--- src/rtl/pipelined_adder.sv ---
// Segmented add/subtract: one SEG_W-bit carry-chained slice per stage, NSEG = ceil(WIDTH/SEG_W) stages.
// Latency: an op accepted at edge E is presented after edge E+NSEG-1; throughput 1 op/cycle.
// Backpressure: stages advance when empty or downstream advances; in_ready falls only with all stages full and out_ready low.
module pipelined_adder #(
    parameter int WIDTH = 32,
    parameter int SEG_W = 8
) (
    input  logic             clk,
    input  logic             rst_n,
    input  logic             in_valid,
    output logic             in_ready,
    input  logic [WIDTH-1:0] a,
    input  logic [WIDTH-1:0] b,
    input  logic             ci,
    input  logic             sub,
    output logic             out_valid,
    input  logic             out_ready,
    output logic [WIDTH-1:0] sum,
    output logic             co,
    output logic             ovf
);
    localparam int NSEG = (WIDTH + SEG_W - 1) / SEG_W;

    // Per-stage state: operands still to be summed, partial sum so far, carry out of the slice.
    logic [NSEG-1:0]  st_v;
    logic [NSEG-1:0]  st_c;
    logic [WIDTH-1:0] st_a [NSEG];
    logic [WIDTH-1:0] st_b [NSEG];
    logic [WIDTH-1:0] st_s [NSEG];
    logic             ovf_q;

    // Next-state values each stage would capture when it advances.
    logic [NSEG-1:0]  v_nxt;
    logic [NSEG-1:0]  c_nxt;
    logic [NSEG-1:0]  adv;
    logic [WIDTH-1:0] a_nxt [NSEG];
    logic [WIDTH-1:0] b_nxt [NSEG];
    logic [WIDTH-1:0] s_nxt [NSEG];
    logic             ovf_nxt;

    for (genvar k = 0; k < NSEG; k++) begin : g_seg
        localparam int LO = k * SEG_W;
        localparam int HI = (LO + SEG_W < WIDTH) ? LO + SEG_W - 1 : WIDTH - 1;
        localparam int W  = HI - LO + 1;
        localparam logic [WIDTH-1:0] MASK = ({WIDTH{1'b1}} >> (WIDTH - W)) << LO;

        logic [WIDTH-1:0] a_src;
        logic [WIDTH-1:0] b_src;
        logic [WIDTH-1:0] s_src;
        logic             c_src;
        logic             v_src;
        logic [W:0]       seg;

        if (k == 0) begin : g_in
            // Subtract is folded in here (invert B, force carry-in) so later stages never see sub/ci.
            assign a_src = a;
            assign b_src = sub ? ~b : b;
            assign s_src = '0;
            assign c_src = sub | ci;
            assign v_src = in_valid & adv[0];
        end else begin : g_chain
            assign a_src = st_a[k-1];
            assign b_src = st_b[k-1];
            assign s_src = st_s[k-1];
            assign c_src = st_c[k-1];
            assign v_src = st_v[k-1];
        end

        assign seg      = {1'b0, a_src[HI:LO]} + {1'b0, b_src[HI:LO]} + {{W{1'b0}}, c_src};
        assign a_nxt[k] = a_src;
        assign b_nxt[k] = b_src;
        assign s_nxt[k] = (s_src & ~MASK) | (WIDTH'(seg[W-1:0]) << LO);
        assign c_nxt[k] = seg[W];
        assign v_nxt[k] = v_src;

        // A stage can move when it, or any stage between it and the output, has a hole, or the sink takes a result.
        assign adv[k] = out_ready | ~(&st_v[NSEG-1:k]);

        if (k == NSEG - 1) begin : g_ovf
            // Carry into the MSB is recovered as a ^ b ^ sum at that bit position.
            assign ovf_nxt = a_src[WIDTH-1] ^ b_src[WIDTH-1] ^ s_nxt[k][WIDTH-1] ^ seg[W];
        end
    end

    // Pipeline registers: valid bits follow the flow rule; data is captured only for real ops so bubbles hold old values.
    always_ff @(posedge clk or negedge rst_n) begin
        if (!rst_n) begin
            st_v  <= '0;
            st_c  <= '0;
            ovf_q <= 1'b0;
            for (int k = 0; k < NSEG; k++) begin
                st_a[k] <= '0;
                st_b[k] <= '0;
                st_s[k] <= '0;
            end
        end else begin
            for (int k = 0; k < NSEG; k++) begin
                if (adv[k]) begin
                    st_v[k] <= v_nxt[k];
                    if (v_nxt[k]) begin
                        st_a[k] <= a_nxt[k];
                        st_b[k] <= b_nxt[k];
                        st_s[k] <= s_nxt[k];
                        st_c[k] <= c_nxt[k];
                    end
                end
            end
            if (adv[NSEG-1] && v_nxt[NSEG-1]) begin
                ovf_q <= ovf_nxt;
            end
        end
    end

    assign in_ready  = adv[0];
    assign out_valid = st_v[NSEG-1];
    assign sum       = st_s[NSEG-1];
    assign co        = st_c[NSEG-1];
    assign ovf       = ovf_q;

endmodule

--- config.mk ---
export PLATFORM = sky130hd
export DESIGN_NAME = pipelined_adder
export DESIGN_NICKNAME = d
export VERILOG_FILES = /design/src/rtl/pipelined_adder.sv
export SDC_FILE = /design/constraint.sdc
export NUM_CORES = 1
export LEC_CHECK = 0
export BUFFER_PORTS_ARGS = -buffer_cell sky130_fd_sc_hd__buf_2
export CAP_MARGIN = 20
export CORE_MARGIN = 5
export CORE_UTILIZATION = 35
export CTS_CLUSTER_SIZE = 24
export DETAILED_ROUTE_END_ITERATION = 8
export HOLD_SLACK_MARGIN = 0.08
export PLACE_DENSITY = 0.62
export SYNTH_ARGS = -nofsm -noshare
export SYNTH_HDL_FRONTEND = slang
export SYNTH_SLANG_ARGS = --single-unit
--- constraint.sdc ---
create_clock -name clk -period 4.9 [get_ports clk]
set_input_delay 0.735 -clock clk [delete_from_list [all_inputs] [get_ports clk]]
set_output_delay 0.735 -clock clk [all_outputs]
set_load 0.05 [all_outputs]
# Word level (Yosys, flattened, before mapping)
# Cells that the tools add are included.
# totals
reg_bits,281
output_inout_bits,36
input_bits,70
mem_bits_rw,0
rom_bits,0
latch_bits,0
elab_cells,53
memories,0
# classes
shift,0
n_lt_le_gt_ge,0
bitwise,17
div,0
n_eq_ne,0
n_mul,0
add_sub_neg,8
n_reduce_logical,8
n_mux,1
# ops
operator,n
$add 8x8->9,4
$add 9x1->9,4
$mux 32,1
$not 32->32,1
$or 24x32->32,1
$or 16x24->24,1
$or 8x16->16,1
$reduce_and 2->1,5
$or 1x1->1,5
$not 1->1,4
$reduce_and 4->1,1
$reduce_and 3->1,1
$xor 1x1->1,3
$and 1x1->1,1
$logic_and 1x1->1,1

# Depth between registers and ports, before layout
# logic_depth
ltp_word,5
mapped_depth,11
depth_no_buf,9

# Worst setup path before layout
# No wires, ideal clock.
# synth_timing
kind,input-to-reg
start,input sub
end,register st_s (netlist bit g_seg[1].s_src[6])
setup_ns,0.120
t_arrival_ns,3.060
stages,11
slack_ns,1.720
path_cell_list,clkbuf_1 buf_2 or2_2 fa_1 inv_1 fa_1 nor2b_4 o31a_1 o21a_1 or3_1 a31o_1
# synth_via
elab_chain_len,3
elab_cells_between_ends,4
# synth_rtl
element,line_no,text
from (decl),15,"input logic sub,"
$mux 32,57,assign b_src = sub ? ~b : b;
$add 8x8->9,69,"assign seg = {1'b0, a_src[HI:LO]} + {1'b0, b_src[HI:LO]} + {{W{1'b0}}, c_src};"
$add 9x1->9 (*),69,
"to (signal, indexed assignment)",103,st_s[k] <= s_nxt[k];
to (decl),29,logic [WIDTH-1:0] st_s [NSEG];
# Every way passes the cells marked *; elsewhere a longest branch is shown, timed or not.
# A chain may end at the register's enable or synchronous reset.

# Worst setup path in the final report
# Ends and elaborated chain as after synthesis.

==> out/summary.txt <==
Status: completed
CTS root buffer: clkbuf_16
Reg clk slew, reported paths: 0.06 ns
Num ports: 106
Initial Utilization: 0.3561
DP Wirelength: 11.38 mm
Die W: 164.8 µm
Synth area leaders: dfrtp_1, mux2_2, nand2_1
DRC Markers: 0
Row cnt: 56
Setup TNS Final: 0 ns
H-tree depth: 4
Drt total wl: 16.40 mm
WP data arrival: 3.48 ns
VDD IR max: 0.0001876 V
Final Instance Area: 9826 µm²
RSZ-0062 raised after global routing: false
Core outline area: 23540 µm²
PD cells: 588.0 nW/µm²
Largest net degree at the start of global routing: 99
First-pass GRT wire length: 27.54 mm
Min Tclk post-route: 3.172 ns
Warnings, synthesis: 0
DR WL/cell: 14.42 µm
Relative slew slack: 0.2980
CTS tree: done
DR vias: 5234
Clk buf depth: 2
Final Max Tran Viols: 0
Antenna violations before repair: 0
Num Clock Sinks: 185
Vias in the first global route: 5502
Mapped Avg Cell Area: 11.84 µm²
Sequential area share after synthesis: 0.5522
Post-synth ARST share: 1.000
CP Capture Type: flop
CP Launch Type: input port
Final period util: 0.6474
Placed cell areas: 9226 µm²
Port Buffers: 105
DR pass1 iterations: 4
Share of cells above drive strength 1: 0.3044
Cells after synthesis: 708
Drt first-iter violations: 253
Die Y: 164.8 µm
Synth top area share: 0.5522
Grt ovf: 0
ANT cells: 0
Skew-Pair Late Insertion Delay: 0.42 ns
Synthesized area: 8383 µm²
Fin. Hold Viols: 0
Clock Skews: 0.008877 ns
Worst min path class: in -> async
Max_cap viols: 0
Placed Cells incl. Taps: 1106
Tightest Pin Transition: 1.049 ns
Number of vias per cell: 4.603
Routability cong.: 0.8161
Overall Global Routing Usage: 0.1285
Final setup fails: 0
Crit Path Class: in -> reg
Die area: 27150 µm²
Syn nets: 814
FMAX: 315.2 MHz
Final Net Count: 912
Synthesis-stage register bit count: 185
Post-synth EDFFs: 0
Top_reg_cell synth: dfrtp_1
CP required: 5.21 ns
Standby leakage power: 4.588 nW
Post-CTS setup buffer count: 0
Post-CTS resize count: 0
Post-synth cell types: 45
Final Non-Filler Cells: 1137
CTS Hold Bufs: 0
Post-synth top area cell: dfrtp_1
Antenna-violating nets left: 0
CTS Buf Count: 17
Max FO, Critical Path: 33
Area delta synth->final: 17.21%
layer usage:
layer | vias to the layer above | share of wire | track usage
met5 | - | 0 | 0
li1 | 2628 | - | -
met4 | 0 | 0.021 | 0.04877
met2 | 74 | 0.50 | 0.2180
met1 | 2511 | 0.45 | 0.1602
met3 | 21 | 0.034 | 0.02920
synth_stat cells, types with 5 or more instances:
cell and count:
dfrtp_1 185, nand2_1 132, mux2_2 101, o21ai_0 56
ha_1 28, xnor2_1 27, xor2_1 23, a21oi_1 17
buf_2 17, inv_1 13, a211oi_1 8, fa_1 8
nor2_1 8, a21o_1 7, clkbuf_1 7, nand2b_1 6
o31ai_1 6, buf_4 5, nor3_1 5
critical path, stage by stage:
cell and delay (ns):
buf_2 0.72, xor2_1 0.20, fa_1 0.48, inv_1 0.09, fa_1 0.25, nor2b_4 0.06
o31a_1 0.25, o21a_1 0.19, or3_1 0.30, a31o_1 0.21
where the power goes:
group	internal, mW	total (mW)	switching (mW)
registers	2.05	2.33	0.278
clock network	0.806	1.38	0.571
logic	0.837	2.07	1.24
final timing paths:
| path | start | end | slack (ns) | cells past startpoint |
|---|---|---|---|---|
| worst max-delay path | sub | g_seg[1].s_src[6] | 1.73 | 10 |
| worst min-delay path | rst_n | sum[6] | 0.33 | 1 |
| worst max register to register | st_c[1] | st_c[2] | 2.43 | 7 |
| worst min register to register | g_seg[1].a_src[21] | g_seg[1].a_src[21] | 0.47 | 2 |
| max in group asynchronous | rst_n | sum[20] | 3.58 | 2 |
| min in group clk | g_seg[1].a_src[21] | g_seg[1].a_src[21] | 0.47 | 2 |
cell families (layout without fill, tap and decap cells):
kind of cell	after synthesis	in the layout	share of synthesized area
buffers and inverters	44	154	0.02627
DFF	185	185	0.5522
xor gates and xnor gates	50	50	0.05224
muxes	101	101	0.1357
AOI/OAI and AO/OA	117	117	0.08314
adders and majority gates	36	36	0.06090
and+or+nand+nor	175	175	0.08955
cell usage in the layout (no fill, tap or decap), types with 3 or more instances in the layout:
| cell | count |
|---|---|
| dfrtp_1 | 185 |
| nand2_1 | 129 |
| buf_2 | 104 |
| mux2_2 | 101 |
| o21ai_0 | 56 |
| ha_1 | 28 |
| xnor2_1 | 27 |
| xor2_1 | 23 |
| a21oi_1 | 17 |
| clkbuf_16 | 17 |
| inv_1 | 13 |
| a211oi_1 | 8 |
| nor2_1 | 8 |
| fa_1 | 8 |
| a21o_1 | 7 |
| nand2b_1 | 6 |
| o31ai_1 | 6 |
| nor3_1 | 5 |
| clkbuf_8 | 5 |
| clkinvlp_4 | 5 |
| o21bai_1 | 4 |
| o21a_1 | 4 |
| nand2_2 | 3 |
| o21ai_1 | 3 |
| nor2b_1 | 3 |
| o211ai_1 | 3 |
| or3_1 | 3 |
| buf_4 | 3 |
layout make-up:
type | instances | area [µm²]
well taps | 319 | 399.1
multi-input cells | 479 | 3552
clock buffers | 22 | 484.2
fillers | 2273 | 13720
inverters | 13 | 48.80
repair buffers | 110 | 596.8
flip-flops and latches | 185 | 4629
clock inverters | 9 | 115.1
registers in the layout, summed over array words and instances (netlist names):
register and flops:
st_v 4, sum 32, g_seg.a_src 48, g_seg.s_src 48, ovf 1, st_c 4
g_seg.b_src 48
per-stage QoR:
step	setup slack [ns]	hold slack [ns]	util	power, mW
after floorplan	1.720	0.4394	-	3.930
after global placement	1.304	0.4567	0.3919	4.407
after detailed placement	1.251	0.4590	0.3919	4.466
after CTS	1.695	0.3774	0.4174	5.863
after global routing	1.562	0.3823	0.4174	6.189
final	1.728	0.3290	0.4174	5.777
Power figures use the tool's default switching activity.
